<file path="src/rtl/serial_nibble_rx.sv">
// serial_nibble_rx: rebuilds WIDTH-bit words from a framed, LSB-first serial
// stream (start=0, WIDTH data bits, optional even parity, stop=1).
// Optional feature macro: SERIAL_NIBBLE_RX_PARITY_EN adds the parity bit/state.
// Ports:
//   clk        rising-edge clock
//   rst_n      asynchronous active-low reset
//   ser_in     serial data bit, meaningful only when ser_valid=1
//   ser_valid  bit enable for ser_in
//   data_out   last correctly received word (held until next good frame)
//   data_valid one-cycle strobe when data_out updates
//   frame_err  one-cycle strobe when a frame is rejected
//   busy       high while a frame is in progress
module serial_nibble_rx #(
    parameter int unsigned WIDTH = 4
) (
    input  logic             clk,
    input  logic             rst_n,
    input  logic             ser_in,
    input  logic             ser_valid,
    output logic [WIDTH-1:0] data_out,
    output logic             data_valid,
    output logic             frame_err,
    output logic             busy
);

    localparam int unsigned CNT_W = $clog2(WIDTH + 1);

`ifdef SERIAL_NIBBLE_RX_PARITY_EN
    typedef enum logic [1:0] {
        S_IDLE   = 2'd0,
        S_DATA   = 2'd1,
        S_PARITY = 2'd2,
        S_STOP   = 2'd3
    } state_t;
`else
    typedef enum logic [1:0] {
        S_IDLE   = 2'd0,
        S_DATA   = 2'd1,
        S_STOP   = 2'd3
    } state_t;
`endif

    state_t             r_state, w_state_nxt;
    logic [CNT_W-1:0]   r_cnt, w_cnt_nxt;
    logic [WIDTH-1:0]   r_sh, w_sh_nxt;
    logic [WIDTH-1:0]   r_data, w_data_nxt;
    logic               r_valid, w_valid_nxt;
    logic               r_err, w_err_nxt;
    logic               r_busy, w_busy_nxt;
`ifdef SERIAL_NIBBLE_RX_PARITY_EN
    logic               r_par_err, w_par_err_nxt;
`endif
    logic               w_frame_ok;

    // State and output registers
    always_ff @(posedge clk or negedge rst_n) begin
        if (!rst_n) begin
            r_state   <= S_IDLE;
            r_cnt     <= '0;
            r_sh      <= '0;
            r_data    <= '0;
            r_valid   <= 1'b0;
            r_err     <= 1'b0;
            r_busy    <= 1'b0;
`ifdef SERIAL_NIBBLE_RX_PARITY_EN
            r_par_err <= 1'b0;
`endif
        end else begin
            r_state   <= w_state_nxt;
            r_cnt     <= w_cnt_nxt;
            r_sh      <= w_sh_nxt;
            r_data    <= w_data_nxt;
            r_valid   <= w_valid_nxt;
            r_err     <= w_err_nxt;
            r_busy    <= w_busy_nxt;
`ifdef SERIAL_NIBBLE_RX_PARITY_EN
            r_par_err <= w_par_err_nxt;
`endif
        end
    end

    // Stop-bit verdict: good stop bit and, when compiled in, no parity mismatch
`ifdef SERIAL_NIBBLE_RX_PARITY_EN
    assign w_frame_ok = ser_in & ~r_par_err;
`else
    assign w_frame_ok = ser_in;
`endif

    // Next-state and next-output logic; everything holds while ser_valid=0
    always_comb begin
        w_state_nxt   = r_state;
        w_cnt_nxt     = r_cnt;
        w_sh_nxt      = r_sh;
        w_data_nxt    = r_data;
        w_valid_nxt   = 1'b0;
        w_err_nxt     = 1'b0;
`ifdef SERIAL_NIBBLE_RX_PARITY_EN
        w_par_err_nxt = r_par_err;
`endif
        case (r_state)
            S_IDLE: begin
                if (ser_valid && !ser_in) begin
                    w_state_nxt   = S_DATA;
                    w_cnt_nxt     = '0;
`ifdef SERIAL_NIBBLE_RX_PARITY_EN
                    w_par_err_nxt = 1'b0;
`endif
                end
            end
            S_DATA: begin
                if (ser_valid) begin
                    w_sh_nxt  = {ser_in, r_sh[WIDTH-1:1]};
                    w_cnt_nxt = r_cnt + CNT_W'(1);
                    if (r_cnt == CNT_W'(WIDTH - 1)) begin
`ifdef SERIAL_NIBBLE_RX_PARITY_EN
                        w_state_nxt = S_PARITY;
`else
                        w_state_nxt = S_STOP;
`endif
                    end
                end
            end
`ifdef SERIAL_NIBBLE_RX_PARITY_EN
            S_PARITY: begin
                if (ser_valid) begin
                    // Even parity: received bit must equal XOR of the payload
                    w_par_err_nxt = ser_in ^ (^r_sh);
                    w_state_nxt   = S_STOP;
                end
            end
`endif
            S_STOP: begin
                if (ser_valid) begin
                    if (w_frame_ok) begin
                        w_data_nxt  = r_sh;
                        w_valid_nxt = 1'b1;
                    end else begin
                        w_err_nxt   = 1'b1;
                    end
                    w_state_nxt = S_IDLE;
                end
            end
            default: begin
                w_state_nxt = S_IDLE;
            end
        endcase
        w_busy_nxt = (w_state_nxt != S_IDLE);
    end

    assign data_out   = r_data;
    assign data_valid = r_valid;
    assign frame_err  = r_err;
    assign busy       = r_busy;

endmodule

</file>
<file path="config.mk">
export PLATFORM = sky130hd
export DESIGN_NAME = serial_nibble_rx
export DESIGN_NICKNAME = d
export VERILOG_FILES = /design/src/rtl/serial_nibble_rx.sv
export SDC_FILE = /design/constraint.sdc
export NUM_CORES = 1
export LEC_CHECK = 0
export CAP_MARGIN = 20
export CORE_AREA = 2 2 39 41
export DETAILED_ROUTE_END_ITERATION = 8
export DIE_AREA = 0 0 41 43
export DONT_BUFFER_PORTS = 1
export GPL_ROUTABILITY_DRIVEN = 0
export HOLD_SLACK_MARGIN = 0.12
export PLACE_DENSITY = 0.61
export SLEW_MARGIN = 20
export SYNTH_ARGS = -nofsm -noshare
export SYNTH_HDL_FRONTEND = slang
export SYNTH_SLANG_ARGS = --single-unit
</file>
<file path="constraint.sdc">
create_clock -name clk -period 2.98 [get_ports clk]
set_clock_uncertainty 0.2 [all_clocks]
set_input_delay 0.745 -clock clk [delete_from_list [all_inputs] [get_ports clk]]
set_output_delay 0.745 -clock clk [all_outputs]
set_load 0.03 [all_outputs]
</file>
### Word level (Yosys, flattened, before mapping)

Cells that the tools add are included.

* register bits after elaboration: 16
* bits of input ports: 4
* output and inout bits: 7
* word-level logic and storage cells: 35

* add/subtract/negate cells: 1
* reduce and logical (&&, ||, !) cells: 8
* muxes and demuxes: 14
* equal/unequal tests: 5

Operators with widths (count)
* $mux 2: 4
* $mux 1: 6
* $mux 3: 2
* $pmux 2 s3: 1
* $pmux 3 s2: 1
* $reduce_and 3->1: 2
* $ne 2x2->1 const B: 2
* $reduce_bool 2->1: 2
* $add 3x1->3 const B: 1
* $eq 3x2->1 const B: 1
* $eq 2x1->1 const B: 1
* $eq 2x2->1 const B: 1
* $logic_not 2->1: 1
* $reduce_and 2->1: 1
* $logic_and 1x1->1: 1
* $logic_not 1->1: 1

### Logic depth before layout (Yosys ltp)

Gate-level depths: netlist of run 1.

* depth after elaboration: 5
* gate-level depth with buffers: 4
* gate-level depth less buffers: 4

### Worst setup path after synthesis of run 1

OpenSTA, ideal clock, no wires.

* path kind: input to register
* start point: input ser_valid
* end point: register r_sh[0]
* slack: 1369 ps
* path buffers: 0
* stages on the path: 3
* library setup time: 125 ps
* data required time: 2655 ps
* arrival time: 1286 ps
* cell sequence: nor2b_4 -> nand2_4 -> mux2_4

* longest elaborated chain between the ends: 1

RTL lines
* start: declaration: line 19 `input logic ser_valid,`
* $reduce_and 2->1 (no source line)
* end signal: assignment: line 71 `r_sh <= w_sh_nxt;`
* end: declaration: line 45 `logic [WIDTH-1:0] r_sh, w_sh_nxt;`

No other way between the ends.
A chain may end at the register's enable or synchronous reset.

### Worst setup path in the final report of run 1

* start point: register r_data[3] (netlist: data_out[3])
* end point: output data_out[3]

RTL lines
* start: declaration: line 46 `logic [WIDTH-1:0] r_data, w_data_nxt;`
* start signal: assignment: line 72 `r_data <= w_data_nxt;`
* end: declaration: line 20 `output logic [WIDTH-1:0] data_out,`

No word-level cell between the ends.

==> results.json, run 1 <==
{
  "die_area_sq_mm": 0.00176,
  "path_clk_slew_ps": 90,
  "hp-start": "r_cnt[2]",
  "numCtsBuffers": 3,
  "grt_pass1_wl_microns": 1630,
  "finalCritPeriodShare": 0.588,
  "cts.path.max_buffers": 2,
  "grt_pass1_vias": 382,
  "hold_class": "reg -> reg",
  "rows": 14,
  "critPathArrivalTime_ps": 810,
  "max_cap_viol_count": 0,
  "fp.dieW_microns": 41,
  "drt-total-wl_microns": 943,
  "vias": 370,
  "area_delta_synth_final_pct": 10.1,
  "hold_viol": 0,
  "synth_cells": 46,
  "drt_iter0_markers": 9,
  "total_power_uw": 763,
  "cts_setup_buffers": 0,
  "ys_ff_latch": 16,
  "worst_pin_slew_ps": 695,
  "end_kind": "output pin",
  "yosysUniqueCellTypes": 19,
  "via_per_inst": 5.52,
  "io_buffers": 0,
  "overflow": 0,
  "cts_sinks": 16,
  "min_period_ps": 1750,
  "ys_seq_area_frac": 0.610,
  "critPathRequiredTime_ps": 2040,
  "drt.antenna.violating_nets": 0,
  "core-area_sq_mm": 0.00138,
  "setup_tns_ps": 0,
  "ir_drop_mv": 0.556,
  "rrSetupSlack_ps": 1580,
  "syn_nets": 52,
  "max_freq_ghz": 0.570,
  "crit_type": "reg -> out",
  "track_usage": 0.144,
  "synth_area_sq_um": 657,
  "fin_nets": 58,
  "ys_warn_count": 0,
  "critPathMaxFanout": 2,
  "antenna_found_initial": 0,
  "antennaDiodeCount": 0,
  "start_util": 0.475,
  "hpwl_microns": 701,
  "pin_count": 11,
  "rsz0062_at_grt": "no",
  "p_leak_nw": 0.365,
  "r2r_cells": 3,
  "r2r-start": "r_state[1]",
  "h-tree-depth": 1,
  "slew_headroom": 0.535,
  "min_path_cells": 1,
  "drv_slew": 0,
  "grt_max_degree": 17,
  "setup_viol": 0,
  "hold-path-endpoint": "r_cnt[2]",
  "status": "complete, no violations",
  "drc_errors": 0,
  "first_pass_iters": 4,
  "avgSynthCellArea_sq_um": 14.3,
  "setup.worst_path.start_class": "register",
  "p_per_area_mw_per_mm2": 1050,
  "fillerInstances": 109,
  "cts_resized": 0,
  "wire_per_inst_microns": 14.1,
  "drive_gt1_frac": 0.294,
  "r2r-end": "r_sh[2]",
  "die_h_microns": 43,
  "cts_tree": "yes",
  "cts-root-buf": "clkbuf_4",
  "insertion_delay_ps": 280
}
[synthesized netlist by cell type]
cell	number	area share
dfrtp_1	16	0.61
a21oi_1	4	0.030
mux2_2	4	0.069
inv_1	3	0.017
mux2_4	3	0.069
ha_1	2	0.038
o21ai_0	2	0.015
a21o_1	1	0.011
a32o_1	1	0.015
and2b_2	1	0.013
nand2_1	1	0.0057
nand2_4	1	0.017
nand4_2	1	0.019
nor2b_1	1	0.0095
nor2b_4	1	0.021
nor3_1	1	0.0076
nor3b_1	1	0.011
o21ai_1	1	0.0076
o2bb2ai_1	1	0.013
[state kept, by name, summed over array words and instances, names as in the netlist]
register and count:
r_cnt 3, busy 1, r_state 2, frame_err 1, data_valid 1, data_out 4
r_sh 4
[metal layers]
layer,part of all wire,GRT usage,vias to the layer above
met5,0,0,-
met4,0.0085,0.120,0
met3,0.070,0.0366,2
met2,0.49,0.206,11
met1,0.43,0.172,185
li1,-,-,172
[final cells by class]
class                   count  area, sq um  area share
flip-flops and latches     16          400       0.554
multi-input cells          27          245       0.339
well taps                  16         20.0      0.0277
repair buffers              1         10.0      0.0138
inverters                   3         11.3      0.0156
clock buffers               4         36.3      0.0502
[worst max path at each step]
stage                startpoint          end  cells after the start
floorplan             ser_valid      r_sh[0]                      3
global placement      ser_valid      r_sh[0]                      3
detailed placement    ser_valid      r_sh[2]                      3
CTS                 data_out[3]  data_out[3]                      0
global route        data_out[3]  data_out[3]                      0
finish              data_out[3]  data_out[3]                      0
[per-stage QoR]
step                      hold WS [ps]  instances  utilization  setup slack, ps  area, sq um
final                              302         67        0.523             1230          723
after global routing               303         67        0.523             1180          723
after CTS                          300         67        0.523             1210          723
after detailed placement           250         62        0.489             1330          677
after global placement             250         62        0.489             1350          677
after floorplan                    249         46            -             1370          657
[report_power, final]
group	switching [mW]	internal, mW	leakage, nW
Combinational	0.0718	0.113	0.144
Clock	0.0632	0.0743	0.0210
Sequential	0.136	0.304	0.200
[placed cells by master, fill, tap and decap left out, types with 2 or more instances in the layout]
cell	n
a21oi_1	4
o21ai_0	2
mux2_4	3
inv_1	3
ha_1	2
mux2_2	4
dfrtp_1	16
clkbuf_4	3
[cell families (layout without fill, tap and decap cells)]
group	count (synthesis)	count (layout)	synth area share
compound gates	10	10	0.0933
fa+ha+maj	2	2	0.0381
buf+inv	3	8	0.0171
flops	16	16	0.610
mux	7	7	0.137
simple gates	8	8	0.105
[what timing repair did]
item / CTS / global route
endpoints found under the setup margin: 0 / 0
hold endpoints to repair: 16 / 0
hold buffers: 1 / 0
No activity file was read; power rests on OpenSTA's default activity.
==> inputs of run 2 (changes only) <==
- PLACE_DENSITY: 0.61 -> 0.64
- clock period: 2.98 -> 1.6 ns (I/O delays scaled with it)
==> run 2 against run 1 <==
Die area unchanged. Worst hold slack got worse by 170 ps. Wire length increased by 15%. Count of clock-buffer cells in the layout unchanged. Sequential share of layout area decreased by 1.5 points. Non-clock buffer count increased by 2. Critical path depth increased by 3.
==> results.json, run 2 (same netlist as run 1, synthesis figures left out) <==
{
  "status": "complete, no violations",
  "setup_tns_ps": 0,
  "cts_tree": "yes",
  "hpwl_microns": 795,
  "drt-total-wl_microns": 1080,
  "final_cell_mix": "dfrtp_1, a21oi_1, mux2_2",
  "cts.path.max_buffers": 2,
  "cts_setup_buffers": 0,
  "hold_viol": 0,
  "hold_class": "in -> reg",
  "min_period_ps": 1410,
  "worst_pin_slew_ps": 693,
  "total_power_mw": 1.44,
  "h-tree-depth": 1,
  "io_buffers": 0,
  "drt.antenna.violating_nets": 0,
  "cts_sinks": 16,
  "critPathRequiredTime_ps": 1570,
  "final_common_cell": "dfrtp_1",
  "area_delta_synth_final_pct": 13.1,
  "wire_per_inst_microns": 15.7,
  "track_usage": 0.152,
  "first_pass_iters": 4,
  "setup.worst_path.start_class": "register",
  "hold_slack_ps": 128,
  "cts_resized": 0,
  "slew_headroom": 0.536,
  "critPathArrivalTime_ps": 1390,
  "die_h_microns": 43,
  "max_freq_ghz": 0.708,
  "antenna_found_initial": 0,
  "finalCritPeriodShare": 0.883,
  "core-area_sq_mm": 0.00138,
  "numCtsBuffers": 3,
  "vias": 383,
  "p_leak_nw": 0.373,
  "overflow": 0,
  "drive_gt1_frac": 0.283,
  "post-route-util": 0.537,
  "fp.dieW_microns": 41,
  "via_per_inst": 5.55,
  "antennaDiodeCount": 0,
  "grt_pass1_wl_microns": 1780,
  "cts-root-buf": "clkbuf_4",
  "grt_pass1_vias": 412,
  "p_per_area_mw_per_mm2": 1930,
  "fillerInstances": 112,
  "drt_iter0_markers": 9,
  "drv_slew": 0,
  "grt_max_degree": 17,
  "start_util": 0.475,
  "critPathMaxFanout": 8,
  "end_kind": "register",
  "path_clk_slew_ps": 90,
  "die_area_sq_mm": 0.00176,
  "pin_count": 11,
  "drc_errors": 0,
  "insertion_delay_ps": 280,
  "fin_nets": 60,
  "ir_drop_mv": 0.764,
  "setup_viol": 0,
  "rsz0062_at_grt": "no",
  "crit_type": "reg -> reg",
  "rows": 14,
  "max_cap_viol_count": 0
}
run 2: cell types whose count changed in the layout (fill, tap and decap cells not counted), sizes merged:
cell and delta:
dlygate4sd3 +2
run 2: final cells by class:
class,instances,area (sq um),share of cell area
Sequential cell,16,400,0.539
Multi-Input combinational cell,27,245,0.330
Clock buffer,4,36.3,0.0488
Timing Repair Buffer,3,30.0,0.0404
Tap cell,16,20.0,0.0269
Inverter,3,11.3,0.0152
run 2: what timing repair did:
action	CTS	global route
hold buffers	3	0
setup endpoints to repair	0	0
endpoints found under the hold margin	20	0
run 2: per-stage QoR:
stage | instances | worst slack [ps] | cell area, sq um
CTS | 69 | 176 | 743
global route | 69 | 128 | 743
finish | 69 | 187 | 743
global placement | 62 | 250 | 677
detailed placement | 62 | 195 | 677
floorplan | 46 | 281 | 657
run 2: metal layers:
metal,global-route usage,part of all wire,routed length [microns]
met3,0.0471,0.058,63
met1,0.186,0.42,449
met4,0.0800,0.015,16
met2,0.228,0.51,551
met5,0,0,0
run 2: report_power, final:
group | internal (mW) | switching (mW)
sequential | 0.566 | 0.261
combinational | 0.213 | 0.136
clock | 0.138 | 0.123
run 2: critical path: stages (launching register included):
cell     delay [ps]
dfrtp_1         490
nor2b_4         210
nand2_4          90
mux2_4          310
run 2: path summary, 6_finish.rpt:
| check | startpoint | slack [ps] | end | depth (start not counted) |
|---|---|---|---|---|
| setup / recovery | r_state[1] | 190 | r_sh[2] | 3 |
| hold / removal | ser_valid | 130 | r_state[0] | 2 |
| setup reg to reg | r_state[1] | 190 | r_sh[2] | 3 |
| hold reg to reg | r_cnt[1] | 310 | r_cnt[1] | 1 |
| max in group asynchronous | rst_n | 370 | r_state[0] | 1 |
| min in group asynchronous | rst_n | 390 | data_valid | 1 |
